==> src/rtl/audio_pkg.sv <==
// rtl/audio_pkg.sv - shared audio widths, limits, FSM states and saturating helpers
// Purpose : common definitions for the peak detector, history-RAM writer and display reader.
// Contents: SAMPLE_W (input sample width), PEAK_W (display-unit width), MAX_PEAK (top of
//           the display scale), FSM state constants, max_u / sat_sub helpers.
package audio_pkg;

  localparam int SAMPLE_W = 16;
  localparam int PEAK_W   = 9;
  localparam int MAX_PEAK = 271;

  typedef logic [0:0] state_t;
  localparam state_t ST_ACCUM = 1'b0;
  localparam state_t ST_DECAY = 1'b1;

  function automatic logic [PEAK_W-1:0] max_u(input logic [PEAK_W-1:0] a,
                                               input logic [PEAK_W-1:0] b);
    return (a > b) ? a : b;
  endfunction

  // Subtract with a floor of zero; display levels never wrap below silence.
  function automatic logic [PEAK_W-1:0] sat_sub(input logic [PEAK_W-1:0] a,
                                                 input logic [PEAK_W-1:0] b);
    return (a > b) ? (a - b) : '0;
  endfunction

endpackage

==> src/rtl/abs_scale.sv <==
// rtl/abs_scale.sv - stage 1: magnitude, saturate, shift to display units, clamp, clip detect
// Purpose : converts a signed sample into a registered display-unit level.
// Ports   : clk, rst          - clock, synchronous active-high reset
//           sample            - signed two's-complement input sample
//           sample_valid      - qualifies sample
//           s1, s1_valid      - registered level (0..MAX_PEAK) and its strobe
//           clip_hit          - combinational: the sample now in stage 1 is at full scale
module abs_scale
  import audio_pkg::*;
#(
  parameter int SHIFT = 6
) (
  input  logic                clk,
  input  logic                rst,
  input  logic [SAMPLE_W-1:0] sample,
  input  logic                sample_valid,
  output logic [PEAK_W-1:0]   s1,
  output logic                s1_valid,
  output logic                clip_hit
);

  localparam logic [SAMPLE_W-1:0] FULL_SCALE = {1'b0, {(SAMPLE_W-1){1'b1}}};
  localparam logic [SAMPLE_W-1:0] MOST_NEG   = {1'b1, {(SAMPLE_W-1){1'b0}}};
  localparam logic [SAMPLE_W-1:0] MAX_WIDE   = SAMPLE_W'(MAX_PEAK);

  logic [SAMPLE_W-1:0] mag;
  logic [SAMPLE_W-1:0] shifted;
  logic [PEAK_W-1:0]   scaled;

  logic [PEAK_W-1:0]   s1_q, s1_d;
  logic                s1_valid_q, s1_valid_d;

  always_comb begin
    mag = sample;
    // The most negative code has no positive twin; pin it to full scale.
    if (sample == MOST_NEG) begin
      mag = FULL_SCALE;
    end else if (sample[SAMPLE_W-1]) begin
      mag = ~sample + 1'b1;
    end

    shifted = mag >> SHIFT;
    scaled  = (shifted > MAX_WIDE) ? PEAK_W'(MAX_PEAK) : shifted[PEAK_W-1:0];

    clip_hit = sample_valid && (mag >= FULL_SCALE);
  end

  always_comb begin
    s1_d       = sample_valid ? scaled : s1_q;
    s1_valid_d = sample_valid;
  end

  always_ff @(posedge clk) begin
    if (rst) begin
      s1_q       <= '0;
      s1_valid_q <= 1'b0;
    end else begin
      s1_q       <= s1_d;
      s1_valid_q <= s1_valid_d;
    end
  end

  assign s1       = s1_q;
  assign s1_valid = s1_valid_q;

endmodule

==> src/rtl/peak_detect.sv <==
// rtl/peak_detect.sv - audio peak meter with decaying hold, window max capture and clip flag
// Purpose : tracks a decaying peak-hold level and a per-capture window maximum; on each
//           writer request it captures the larger of the two for the history RAM.
// Ports   : clk, rst          - clock, synchronous active-high reset
//           sample            - signed audio sample; sample_valid qualifies it
//           frame_tick        - end-of-frame strobe, triggers one decay step
//           wr_en             - capture request from the history-RAM writer
//           peak, peak_valid  - captured level (held) and its one-cycle strobe
//           clip              - sticky overload flag for the current capture window
module peak_detect
  import audio_pkg::*;
#(
  parameter int DECAY = 4,
  parameter int SHIFT = 6
) (
  input  logic                clk,
  input  logic                rst,
  input  logic [SAMPLE_W-1:0] sample,
  input  logic                sample_valid,
  input  logic                frame_tick,
  input  logic                wr_en,
  output logic [PEAK_W-1:0]   peak,
  output logic                peak_valid,
  output logic                clip
);

  localparam logic [PEAK_W-1:0] DECAY_U = PEAK_W'(DECAY);

  logic [PEAK_W-1:0] s1;
  logic              s1_valid;
  logic              clip_hit;

  state_t            state_q, state_d;
  logic [PEAK_W-1:0] hold_q, hold_d;
  logic [PEAK_W-1:0] win_max_q, win_max_d;
  logic [PEAK_W-1:0] peak_q, peak_d;
  logic              peak_valid_q, peak_valid_d;
  logic              clip_q, clip_d;

  logic              decay_en;
  logic [PEAK_W-1:0] hold_upd;

  abs_scale #(
    .SHIFT(SHIFT)
  ) u_abs (
    .clk         (clk),
    .rst         (rst),
    .sample      (sample),
    .sample_valid(sample_valid),
    .s1          (s1),
    .s1_valid    (s1_valid),
    .clip_hit    (clip_hit)
  );

  // A tick landing in the one-cycle DECAY state is swallowed so back-to-back
  // ticks cannot double-decay the hold.
  always_comb begin
    decay_en = frame_tick && (state_q == ST_ACCUM);
    state_d  = ST_ACCUM;
    if (state_q == ST_ACCUM && frame_tick) begin
      state_d = ST_DECAY;
    end
  end

  // Hold: fold in the stage-2 sample first, then decay the result.
  always_comb begin
    hold_upd = s1_valid ? max_u(hold_q, s1) : hold_q;
    hold_d   = decay_en ? sat_sub(hold_upd, DECAY_U) : hold_upd;
  end

  // Capture reads pre-edge hold/win_max; the window restarts with any sample
  // arriving on the capture cycle so it is not lost from the next window.
  always_comb begin
    peak_d       = wr_en ? max_u(hold_q, win_max_q) : peak_q;
    peak_valid_d = wr_en;
    if (wr_en) begin
      win_max_d = s1_valid ? s1 : '0;
    end else begin
      win_max_d = s1_valid ? max_u(win_max_q, s1) : win_max_q;
    end
  end

  always_comb begin
    clip_d = wr_en ? clip_hit : (clip_q | clip_hit);
  end

  always_ff @(posedge clk) begin
    if (rst) begin
      state_q      <= ST_ACCUM;
      hold_q       <= '0;
      win_max_q    <= '0;
      peak_q       <= '0;
      peak_valid_q <= 1'b0;
      clip_q       <= 1'b0;
    end else begin
      state_q      <= state_d;
      hold_q       <= hold_d;
      win_max_q    <= win_max_d;
      peak_q       <= peak_d;
      peak_valid_q <= peak_valid_d;
      clip_q       <= clip_d;
    end
  end

  assign peak       = peak_q;
  assign peak_valid = peak_valid_q;
  assign clip       = clip_q;

endmodule

==> config.mk <==
export PLATFORM = sky130hd
export DESIGN_NAME = peak_detect
export DESIGN_NICKNAME = d
export VERILOG_FILES = /design/src/rtl/audio_pkg.sv /design/src/rtl/abs_scale.sv /design/src/rtl/peak_detect.sv
export SDC_FILE = /design/constraint.sdc
export NUM_CORES = 1
export LEC_CHECK = 0
export CORE_UTILIZATION = 60
export CTS_CLUSTER_DIAMETER = 120
export CTS_CLUSTER_SIZE = 40
export DETAILED_ROUTE_END_ITERATION = 8
export PLACE_DENSITY = 0.94
export SYNTH_ARGS = -nofsm -noshare
export SYNTH_HDL_FRONTEND = slang
export SYNTH_SLANG_ARGS = --single-unit
==> constraint.sdc <==
create_clock -name clk -period 10.1 [get_ports clk]
set_input_delay 1.01 -clock clk [delete_from_list [all_inputs] [get_ports clk]]
set_output_delay 1.01 -clock clk [all_outputs]
set_load 0.005 [all_outputs]
**Word level (Yosys, flattened, before mapping)**

Index checks and enable logic that the tools add are counted.

- Mux-type cells: 14
- Reductions and logical operators: 4
- Order comparisons: 6
- Equal/unequal tests: 2
- Add/subtract/negate cells: 2
- Bitwise operators: 3

Operators by type and width:

| cell | count |
|---|---|
| two-way mux 9 bit | 10 |
| two-way mux 16 bit | 2 |
| > comparator 9 bit | 3 |
| adder 16 x 1 -> 16 bit, second input constant | 1 |
| equality test 16 bit, second input constant | 1 |
| greater-or-equal comparator 16 x 15 -> 1 bit, second input constant | 1 |
| NOT 16 bit | 1 |
| > comparator 10 x 9 -> 1 bit, second input constant | 1 |
| > comparator 9 x 3 -> 1 bit, second input constant | 1 |
| subtractor 9 x 3 -> 9 bit, second input constant | 1 |
| logical AND 1 bit | 2 |
| two-way mux 1 bit | 2 |
| inequality test 2 bit, second input constant | 1 |
| AND reduction 2 bit | 1 |
| nonzero test 2 bit | 1 |
| NOT 1 bit | 1 |
| OR 1 bit | 1 |

- Bits of input ports: 21
- Output and inout bits: 11
- Register bits after elaboration: 40
- Word-level logic and storage cells: 39

**Longest topological paths before layout**

Gate-level depths: netlist of the first run.

- Word-level depth: 8
- Depth in mapped cells: 17
- Gate-level depth less buffers: 16

**By module**

From an unflattened synthesis of the first run, not the netlist that was laid out.

- Cell total of the unflattened synthesis: 392
- Area, all modules: 3121.7 µm²

By module, submodules not included:

| module | instances | seq. area each (µm²) | cells an instance | area each (µm²) |
|---|---|---|---|---|
| peak_detect | 1 | 600.6 | 274 | 2200.9 |
| abs_scale | 1 | 200.2 | 118 | 920.9 |

**Worst setup path after synthesis of the first run**

OpenSTA, ideal clock, no wires.

- Kind: register -> register
- Start point: register u_abs.s1_q[6] (netlist: u_abs.s1[6])
- End point: register hold_q[8]
- Path buffers: 1
- Arrival: 3.348 ns
- Required time: 10.022 ns
- Library setup time: 0.078 ns
- Cell stages (with the launch flop): 18
- Slack: 6.674 ns
- Clock period less this slack: 3.426 ns
- Path through: dfxtp_1 > inv_1 > ha_1 > a211o_1 > a211oi_1 > nand3_1 > nand2_1 > buf_2 > mux2i_1 > inv_1 > ha_1 > nor3b_1 > o21ai_1 > mux2_2 > nor2_1 > mux2i_1 > o21ai_1 > nor3_1

- Longest elaborated chain between the ends: 6
- Elaborated cells on any way between the ends: 7
- Classes of those cells: add/sub (1); order compare (2); mux (4)

RTL lines:

| element | line | source |
|---|---|---|
| start: declaration | abs_scale.sv:30 | `logic [PEAK_W-1:0] s1_q, s1_d;` |
| start signal: assignment | abs_scale.sv:55 | `s1_q <= '0;` |
| start signal: assignment | abs_scale.sv:58 | `s1_q <= s1_d;` |
| > comparator 9 bit | audio_pkg.sv:17 | `return (a > b) ? a : b;` |
| two-way mux 9 bit * | audio_pkg.sv:17 |  |
| two-way mux 9 bit * | peak_detect.sv:67 | `hold_upd = s1_valid ? max_u(hold_q, s1) : hold_q;` |
| subtractor 9 x 3 -> 9 bit or > comparator 9 x 3 -> 1 bit (tied branches) | audio_pkg.sv:23 | `return (a > b) ? (a - b) : '0;` |
| two-way mux 9 bit | audio_pkg.sv:23 |  |
| two-way mux 9 bit * | peak_detect.sv:68 | `hold_d = decay_en ? sat_sub(hold_upd, DECAY_U) : hold_upd;` |
| end signal: assignment | peak_detect.sv:97 | `hold_q <= hold_d;` |
| end: declaration | peak_detect.sv:34 | `logic [PEAK_W-1:0] hold_q, hold_d;` |

Every way passes the cells marked *; elsewhere a longest branch is shown, timed or not.
A chain may end at the register's enable or synchronous reset.

**Worst setup path after layout of the first run**

Ends and elaborated chain as after synthesis.

==> run_results.csv, run 1 <==
group,metric,value,unit
run_status,status,"complete, no violations",
clock_tree,clk_path_buf_depth,2,
synth,synth.avg_cell_area,8.29,um^2
cells_and_area,area_growth,15.4,%
critical_path,critPathKind,"reg -> reg",
power,peakVddDrop,0.116,mV
clock_tree,postCtsSetupBuffers,0,
synth,synth-edff-count,0,
critical_path,worstSetupEndpointType,"flop",
timing,final.period_utilization,41.2,%
timing,finalHoldViolCount,0,
timing,fin_worst_skew,0.00973,ns
global_routing,grt_max_degree,34,
hold_path,hold_path.class,"reg -> reg",
critical_path,path_buf_inv,1,
timing,fin_crit,4.16,ns
synth,synth_area_leader_cell,"dfxtp_1",
power,powerDensity,219,nW/um^2
critical_path,critPathArrivalTime,4.32,ns
synth,yosysTopAreaCellShare,27.4,%
critical_path,crit_family,"compound AO/OA/AOI/OAI gates",
synth,synthCells,352,
clock_tree,cts-resized-gates,0,
critical_path,startpoint_type,"flop",
power,p_leak,1.31,nW
global_routing,antenna_found_initial,0,
placed_design,dp_hpwl,5.70,mm
timing,slew-limit-headroom,29.3,%
cells_and_area,antennaDiodeCount,0,
cells_and_area,drive_gt1_share,6.58,%
synth,syn_nets,403,
floorplan,boundaryPins,32,
timing,fin_setup_tns,0,ns
routing,viasPerCell,6.36,
routing,via_count,2762,
clock_tree,cts.sinks,40,
floorplan,coreArea,4690,um^2
floorplan,die_area,5150,um^2
global_routing,grt.total_usage,31.4,%
clock_tree,clockRootBuffer,"clkbuf_8",
global_routing,gr-total-overflow,0,
synth,yosysMostFrequentCell,"dfxtp_1",
clock_tree,cts_buffers,5,
run,drv_cap,0,
routing,routed_wl,7.50,mm
synth,yosys-top-cells-count,"dfxtp_1 (40), nor2_1 (35), ha_1 (30), nand3_1 (30), inv_1 (29)",
floorplan,initial_core_util,62.2,%
timing,worst_pin_slew,1.05,ns
placed_design,placed_area,3250,um^2
hold_path,hold_path_startpoint,"peak[4]",
critical_path,timing.rr.start,"u_abs.s1[6]",
critical_path,crit_start,"u_abs.s1[6]",
timing,rsz0062_at_grt,"no",
synth,syn_area,2920,um^2
floorplan,core.rowCount,25,
synth,async_flop_share,0,%
synth,synthFlopType,"dfxtp_1",
routing,first_pass_iters,5,
synth,synth_seq_cells,40,
routing,initialDrtViolationCount,292,
routing,ant_nets,0,
timing,clock.fmax,240,MHz
synth,yosys_warnings,0,
placed_design,port_buffers,31,
cells_and_area,postLayoutCellArea,3370,um^2
synth,ys_types,55,
critical_path,worst_path_max_delay_cell,"o21ai_1",
routing,wl_per_cell,17.3,um
clock_tree,tritoncts,"done",
global_routing,grt_pass1_vias,2669,
critical_path,cpPeakStageDelay,0.45,ns
critical_path,worstPathMaxFanout,11,
synth,ys_seq_area_share,27.4,%
timing,final-max-slew-violation-count,0,
clock_tree,cts_hold_buf,0,
floorplan,die_h,71.7,um
clock_tree,cts.reportedPaths.clkPinSlew,0.08,ns
global_routing,grt_pass1_wl,12.6,mm
critical_path,path_cells,"inv_1 -> ha_1 -> a211o_1 -> a211oi_1 -> nand3_1 -> nand2_1 -> mux2i_1 -> ha_1 -> nor3b_1 -> o21ai_0 -> mux2_2 -> nor2_1 -> mux2i_1 -> o21ai_1 -> nor3_1",
timing,setup_viol,0,
cells_and_area,final_nets,430,
synth,synthTopCellsByArea,"dfxtp_1 (27%), ha_1 (13%), mux2i_1 (5.5%), nand3_1 (5.1%), nor2_1 (4.5%)",
clock_tree,clkLatencyLatePin,0.30,ns
routing,drc,0,
clock_tree,h-tree-depth,2,
placed_design,place.gp.congestion,0.968,
critical_path,worstPathRequired,10.26,ns
floorplan,die_x,71.7,um
==> sequential cells by signal, summed over array words and instances (netlist names) <==
| name | cells |
|---|---|
| peak_valid | 1 |
| u_abs.s1_valid | 1 |
| state_q | 1 |
| clip | 1 |
| peak | 9 |
| u_abs.s1 | 9 |
| win_max_q | 9 |
| hold_q | 9 |
==> worst paths after layout <==
check,endpoint,cells after the start,slack (ns)
setup reg to reg,hold_q[8],15,5.94
hold / removal,peak[4],2,0.49
hold reg to reg,peak[4],2,0.49
setup / recovery,hold_q[8],15,5.94
==> cell type report <==
| class | instances | area [um^2] |
|---|---|---|
| clock inverters | 3 | 46.3 |
| well taps | 54 | 67.6 |
| clock buffers | 5 | 68.8 |
| multi-input cells | 270 | 1950 |
| repair buffers | 33 | 325 |
| flip-flops and latches | 40 | 801 |
| fillers | 373 | 1330 |
| inverters | 29 | 109 |
==> layer usage <==
metal / vias to the layer above / global-route usage, % / part of all wire [%]
li1: 1351 / - / -
met1: 1271 / 37.3 / 42
met2: 120 / 56.2 / 50
met3: 20 / 5.06 / 5.5
met5: - / 0 / 0
met4: 0 / 12.6 / 2.5
==> worst reg2reg max path, cell delays in order, from the launching register on <==
cell	delay (ns)
dfxtp_1	0.41
inv_1	0.12
ha_1	0.34
a211o_1	0.33
a211oi_1	0.34
nand3_1	0.18
nand2_1	0.37
mux2i_1	0.34
ha_1	0.23
nor3b_1	0.20
o21ai_0	0.11
mux2_2	0.29
nor2_1	0.08
mux2i_1	0.11
o21ai_1	0.45
nor3_1	0.12
==> cell usage in the layout (no fill, tap or decap), types with 7 or more instances in the layout <==
| master | synthesis | routed |
|---|---|---|
| a211oi_1 | 11 | 11 |
| a21oi_1 | 23 | 23 |
| clkdlybuf4s50_1 | 0 | 31 |
| dfxtp_1 | 40 | 40 |
| ha_1 | 30 | 30 |
| inv_1 | 29 | 29 |
| mux2i_1 | 16 | 16 |
| nand2_1 | 13 | 13 |
| nand3_1 | 30 | 30 |
| nor2_1 | 35 | 35 |
| nor2b_1 | 7 | 7 |
| nor3_1 | 11 | 11 |
| o21ai_0 | 8 | 8 |
| xnor2_1 | 9 | 9 |
==> cell families after synthesis <==
group	synth area share, %
AND/OR/NAND/NOR	22.6
AO/OA/AOI/OAI	21.9
buffers and inverters	5.75
flip-flops	27.4
adder cells (fa/ha/maj)	12.9
multiplexers	5.87
XOR/XNOR	3.60
==> power by group <==
part / leakage [nW] / switching, mW / internal, mW
registers: 0.328 / 0.0417 / 0.181
logic: 0.931 / 0.203 / 0.177
clock network: 0.0548 / 0.0598 / 0.0744
==> through the flow <==
stage	util, %	hold slack [ns]	setup WS [ns]	std cells	total power [mW]
2_1_floorplan	-	0.469	6.67	352	0.502
3_3_place_gp	69.3	0.474	6.29	426	0.582
3_5_place_dp	69.3	0.476	6.09	426	0.595
4_1_cts	71.8	0.487	6.02	434	0.732
5_1_grt	71.8	0.504	5.57	434	0.789
6_report	71.8	0.488	5.94	434	0.738
No activity file was read; power rests on OpenSTA's default activity.
==> inputs of run 2 (changes only) <==
--- a/config.mk
+++ b/config.mk
@@ -5,11 +5,11 @@
 export SDC_FILE = /design/constraint.sdc
 export NUM_CORES = 1
 export LEC_CHECK = 0
-export CORE_UTILIZATION = 60
+export CORE_UTILIZATION = 51
 export CTS_CLUSTER_DIAMETER = 120
 export CTS_CLUSTER_SIZE = 40
 export DETAILED_ROUTE_END_ITERATION = 8
-export PLACE_DENSITY = 0.94
+export PLACE_DENSITY = 0.86
 export SYNTH_ARGS = -nofsm -noshare
 export SYNTH_HDL_FRONTEND = slang
 export SYNTH_SLANG_ARGS = --single-unit
==> constraint.sdc (replaced) <==
create_clock -name clk -period 3.6 [get_ports clk]
set_input_delay 0.36 -clock clk [delete_from_list [all_inputs] [get_ports clk]]
set_output_delay 0.36 -clock clk [all_outputs]
set_load 0.005 [all_outputs]
==> run_results.csv, run 2 (same netlist as run 1, synthesis figures left out) <==
group,metric,value,unit
run_status,status,"complete, no violations",
timing,clock.fmax,287,MHz
timing,finalHoldViolCount,0,
cells_and_area,utilization,64.3,%
power,peakVddDrop,0.363,mV
critical_path,timing.rr.start,"u_abs.s1[6]",
routing,wl_per_cell,15.7,um
routing,viasPerCell,6.12,
hold_path,hold_path_startpoint,"peak[6]",
placed_design,place.gp.congestion,0.904,
routing,initialDrtViolationCount,141,
hold_path,hold_path.class,"reg -> reg",
cells_and_area,seq_area,806,um^2
critical_path,critPathKind,"reg -> reg",
global_routing,grt.total_usage,25.2,%
clock_tree,cts_buffers,5,
cells_and_area,mostFrequentLayoutCells,"dfxtp_1 (38), nor2_1 (35), clkdlybuf4s50_1 (31)",
critical_path,path_buf_inv,3,
power,p_leak,1.39,nW
floorplan,coreArea,5510,um^2
floorplan,die_area,6030,um^2
placed_design,dp_cells,455,
routing,drc,0,
routing,ant_nets,0,
power,powerDensity,607,nW/um^2
routing,via_count,2850,
clock_tree,clk_path_buf_depth,2,
hold_path,min_path_cells,2,
critical_path,worstSetupEndpointType,"flop",
clock_tree,clockRootBuffer,"clkbuf_8",
global_routing,grt_max_degree,34,
critical_path,r2r_slack,0.11,ns
placed_design,dp_hpwl,5.59,mm
clock_tree,cts.sinks,40,
timing,slew-limit-headroom,35.4,%
clock_tree,tritoncts,"done",
timing,final-max-slew-violation-count,0,
timing,worst_pin_slew,0.963,ns
routing,routed_wl,7.34,mm
cells_and_area,multi_input_area,2020,um^2
critical_path,startpoint_type,"flop",
timing,final.period_utilization,96.8,%
global_routing,gr-total-overflow,0,
cells_and_area,drive_gt1_share,12.2,%
floorplan,core.rowCount,27,
power,p_int,1.27,mW
floorplan,die_h,77.6,um
cells_and_area,antennaDiodeCount,0,
timing,hold_slack,0.485,ns
cells_and_area,final_nets,444,
timing,fin_worst_skew,0.00599,ns
power,seqPwrFrac,27.4,%
critical_path,worstPathMaxFanout,7,
floorplan,die_x,77.6,um
power,clockPowerShare,14.5,%
clock_tree,h-tree-depth,2,
global_routing,grt_pass1_vias,2762,
hold_path,hold-path-endpoint,"peak[6]",
floorplan,boundaryPins,32,
clock_tree,clkLatencyLatePin,0.29,ns
clock_tree,cts_hold_buf,0,
clock_tree,cts.reportedPaths.clkPinSlew,0.08,ns
power,swShare,41.0,%
cells_and_area,stdcell_count,466,
critical_path,r2r_cells,17,
timing,setup_viol,0,
routing,first_pass_iters,5,
critical_path,path_cells,"inv_1 -> ha_1 -> a211o_1 -> a211oi_4 -> nand3_2 -> nand2_4 -> mux2i_1 -> inv_1 -> ha_1 -> nor3b_2 -> o21ai_1 -> mux2_2 -> nor2_1 -> mux2i_1 -> o21ai_1 -> buf_4 -> nor3_1",
placed_design,port_buffers,31,
cells_and_area,final_common_cell,"dfxtp_1",
cells_and_area,fillers,470,
timing,fin_crit,3.49,ns
critical_path,cpPeakStageDelay,0.38,ns
floorplan,initial_core_util,53.0,%
power,p_comb_share,58.1,%
critical_path,r2r_end,"hold_q[8]",
critical_path,worstPathRequired,3.82,ns
run,drv_cap,0,
cells_and_area,area_growth,21.4,%
critical_path,crit_family,"compound AO/OA/AOI/OAI gates",
critical_path,worst_path_max_delay_cell,"dfxtp_4",
power,p_switching,0.882,mW
global_routing,grt_pass1_wl,12.2,mm
global_routing,antenna_found_initial,0,
critical_path,critPathArrivalTime,3.70,ns
[run 2: cell count changes in the layout (fill, tap and decap cells not counted), sizes merged]
| cell | delta |
|---|---|
| buf | +14 |
| clkbuf | +3 |
| bufinv | -1 |
| clkinvlp | -1 |
| inv | -1 |
[run 2: per-stage QoR]
step	worst slack, ns	area [um^2]	total power [mW]	setup TNS (ns)
2_1_floorplan	0.174	2920	1.41	0
3_3_place_gp	0.246	3360	1.67	0
3_5_place_dp	-0.0422	3360	1.71	-0.201
4_1_cts	0.0465	3450	2.03	0
5_1_grt	-0.0662	3540	2.31	-0.102
6_report	0.115	3540	2.15	0
[run 2: worst max-delay path by stage]
stage,startpoint,end,slack [ns],cells after the start
2_1_floorplan,u_abs.s1[6],hold_q[8],0.17,17
3_3_place_gp,u_abs.s1[6],hold_q[8],0.25,16
3_5_place_dp,u_abs.s1[6],hold_q[8],-0.04,16
4_1_cts,u_abs.s1[6],hold_q[6],0.05,16
5_1_grt,u_abs.s1[7],hold_q[8],-0.07,17
6_report,u_abs.s1[6],hold_q[8],0.11,17
[run 2: power groups by stage]
stage                     clock network, mW  registers (mW)  logic, mW
after global routing                  0.335           0.594       1.38
after detailed placement                  0           0.591       1.12
after floorplan                           0           0.581      0.827
after global placement                    0           0.584       1.08
final                                 0.312           0.589       1.25
after CTS                             0.312           0.581       1.14
[run 2: cell type report]
type                    instances  area share, %
multi-input cells             270           57.0
flip-flops and latches         40           22.7
repair buffers                 47           12.1
inverters                      29           3.07
clock buffers                   8           2.54
well taps                      72           2.54
[run 2: per-layer routing]
| metal | part of all wire, % | GRT usage [%] | wire length (um) | up-vias |
|---|---|---|---|---|
| li1 | - | - | - | 1371 |
| met1 | 40 | 27.9 | 2940 | 1355 |
| met2 | 52 | 47.1 | 3800 | 98 |
| met3 | 5.0 | 4.24 | 368 | 26 |
| met4 | 3.1 | 10.4 | 227 | 0 |
| met5 | 0 | 0 | 0 | - |
[run 2: repair_timing]
action / 4_1_cts / 5_1_grt
endpoints found under the hold margin: 0 / 0
pin swaps: 0 / 6
setup buffers: 0 / 3
gates resized for setup: 1 / 16
endpoints found under the setup margin: 7 / 9
[run 2: worst min-delay path, delay by kind of cell, from the launching register on]
| kind | cells | cell delay, ns |
|---|---|---|
| DFF | 1 | 0.31 |
| and+or+nand+nor | 1 | 0.08 |
| AOI/OAI and AO/OA | 1 | 0.05 |
==> inputs of run 3 (changes only) <==
--- a/config.mk
+++ b/config.mk
@@ -5,11 +5,12 @@
 export SDC_FILE = /design/constraint.sdc
 export NUM_CORES = 1
 export LEC_CHECK = 0
-export CORE_UTILIZATION = 51
+export CORE_UTILIZATION = 53
+export CTS_BUF_LIST = sky130_fd_sc_hd__clkbuf_8
 export CTS_CLUSTER_DIAMETER = 120
 export CTS_CLUSTER_SIZE = 40
 export DETAILED_ROUTE_END_ITERATION = 8
-export PLACE_DENSITY = 0.86
+export PLACE_DENSITY = 0.89
 export SYNTH_ARGS = -nofsm -noshare
 export SYNTH_HDL_FRONTEND = slang
 export SYNTH_SLANG_ARGS = --single-unit
==> run_results.csv, run 3 (same netlist as run 1, synthesis figures left out) <==
group,metric,value,unit
floorplan,coreArea,5200,um^2
critical_path,worstSetupEndpointType,"flop",
clock_tree,clk_path_buf_depth,2,
critical_path,crit_start,"u_abs.s1[6]",
run,drv_cap,0,
global_routing,grt_max_degree,22,
timing,worst_pin_slew,0.969,ns
critical_path,r2r_cells,15,
critical_path,worst_path_max_delay_cell,"dfxtp_4",
routing,drc,0,
floorplan,core.rowCount,26,
critical_path,critPathKind,"reg -> reg",
power,seqPwrFrac,26.0,%
cells_and_area,multi_input_area,2010,um^2
critical_path,worstPathRequired,3.80,ns
power,p_comb_share,59.8,%
clock_tree,clkLatencyLatePin,0.31,ns
routing,via_count,2942,
critical_path,timing.rr.start,"u_abs.s1[6]",
timing,slew-limit-headroom,35.0,%
placed_design,placed_area,3390,um^2
timing,final.period_utilization,97.1,%
timing,rsz0062_at_grt,"no",
power,p_leak,1.42,nW
power,p_int,1.28,mW
critical_path,startpoint_type,"flop",
routing,wl_per_cell,17.2,um
cells_and_area,fillers,437,
floorplan,die_x,76.2,um
timing,fin_crit,3.50,ns
routing,first_pass_iters,5,
cells_and_area,final_common_cell,"dfxtp_1",
cells_and_area,seq_area,806,um^2
floorplan,boundaryPins,32,
placed_design,place.gp.congestion,0.983,
global_routing,grt_pass1_wl,12.9,mm
power,swShare,41.4,%
floorplan,die_h,76.2,um
timing,fin_worst_skew,0.00373,ns
power,clockPowerShare,14.2,%
global_routing,antenna_found_initial,0,
timing,fin_setup_tns,0,ns
power,p_switching,0.906,mW
critical_path,r2r_end,"hold_q[3]",
critical_path,critPathArrivalTime,3.70,ns
cells_and_area,antennaDiodeCount,0,
clock_tree,cts.reportedPaths.clkPinSlew,0.07,ns
timing,final-max-slew-violation-count,0,
cells_and_area,area_growth,22.3,%
clock_tree,cts_hold_buf,0,
cells_and_area,postLayoutCellArea,3570,um^2
clock_tree,tritoncts,"done",
routing,viasPerCell,6.27,
cells_and_area,drive_gt1_share,12.8,%
critical_path,cpPeakStageDelay,0.37,ns
critical_path,setup.worst_path.end,"hold_q[3]",
timing,finalHoldViolCount,0,
routing,routed_wl,8.05,mm
clock_tree,cts.sinks,40,
global_routing,grt_pass1_vias,2736,
critical_path,worstPathMaxFanout,5,
floorplan,initial_core_util,56.1,%
routing,initialDrtViolationCount,289,
critical_path,path_cells,"inv_1 -> ha_1 -> a211o_1 -> a211oi_4 -> nand3_2 -> nand2_4 -> mux2i_4 -> ha_1 -> nor3b_1 -> o21ai_1 -> mux2_2 -> nor2_1 -> mux2i_1 -> buf_4 -> a41o_1",
placed_design,port_buffers,31,
run_status,status,"complete, no violations",
floorplan,die_area,5810,um^2
timing,clock.fmax,286,MHz
clock_tree,clockRootBuffer,"clkbuf_8",
cells_and_area,mostFrequentLayoutCells,"dfxtp_1 (38), nor2_1 (35), inv_1 (31), clkdlybuf4s50_1 (31), ha_1 (30)",
global_routing,grt.total_usage,27.9,%
power,powerDensity,614,nW/um^2
hold_path,hold_path.class,"reg -> reg",
timing,hold_slack,0.484,ns
clock_tree,h-tree-depth,2,
placed_design,dp_hpwl,6.27,mm
routing,ant_nets,0,
cells_and_area,final_nets,449,
power,peakVddDrop,0.361,mV
clock_tree,cts_buffers,5,
critical_path,path_common_cell,"ha_1",
timing,setup_viol,0,
global_routing,gr-total-overflow,0,
critical_path,r2r_slack,0.10,ns
-- run 3: cell count changes in the layout (fill, tap and decap cells not counted), moves of 2 or more --
cell      change
nor3b_1       +2
nor3b_2       -2
clkbuf_1      -2
buf_4         +5
inv_1         +2
-- run 3: power groups by stage --
stage	combinational [mW]	clock (mW)	sequential, mW
finish	1.31	0.310	0.570
global route	1.41	0.328	0.574
CTS	1.18	0.312	0.566
detailed placement	1.16	0	0.576
global placement	1.12	0	0.575
floorplan	0.827	0	0.581
-- run 3: critical path, delay by kind of cell, from the launching register on --
family | cells | cell delay [ns]
muxes | 3 | 0.64
adders and majority gates | 2 | 0.54
AOI/OAI and AO/OA | 4 | 1.02
DFF | 1 | 0.37
buffers and inverters | 2 | 0.24
and+or+nand+nor | 4 | 0.57
-- run 3: how the worst min path moves through the flow --
stage          startpoint              to  slack [ns]  depth (start not counted)
6_report          peak[5]         peak[5]        0.48                          2
5_1_grt           peak[4]         peak[4]        0.52                          2
4_1_cts           peak[5]         peak[5]        0.49                          2
3_5_place_dp      peak[5]         peak[5]        0.48                          2
3_3_place_gp      peak[2]         peak[2]        0.47                          2
2_1_floorplan         rst  u_abs.s1_valid        0.44                          1
-- run 3: metal layers --
layer  track usage, %  share of wire, %  vias up  wire (um)
met5                0                 0        -          0
met4             14.2               3.8        0        303
met3             4.43               4.9       39        397
met2             44.7                48      111       3860
met1             36.2                43     1412       3490
li1                 -                 -     1380          -
-- run 3: metrics by stage --
step                      total power, mW  cells  utilization, %  setup WS (ns)
after global routing                 2.31    469            68.5      0.0000293
final                                2.19    469            68.5          0.103
after detailed placement             1.74    458            65.2        -0.0840
after CTS                            2.05    466            67.0         0.0196
after global placement               1.69    458            65.2          0.232
after floorplan                      1.41    352               -          0.174
-- run 3: final cells by class --
type / count / share of cell area (%)
inverter: 29 / 3.05
clock buffer: 6 / 2.31
tap: 70 / 2.46
timing repair buffer: 52 / 13.1
clock inverter: 2 / 0.210
sequential: 40 / 22.6
multi-input combinational: 270 / 56.3
-- run 3: repair_timing --
action | in CTS | in global routing
gates resized for setup | 1 | 13
pin swaps | 0 | 5
setup buffers | 0 | 3
cloned | 0 | 0
hold endpoints to repair | 0 | 0
setup endpoints to repair | 8 | 9
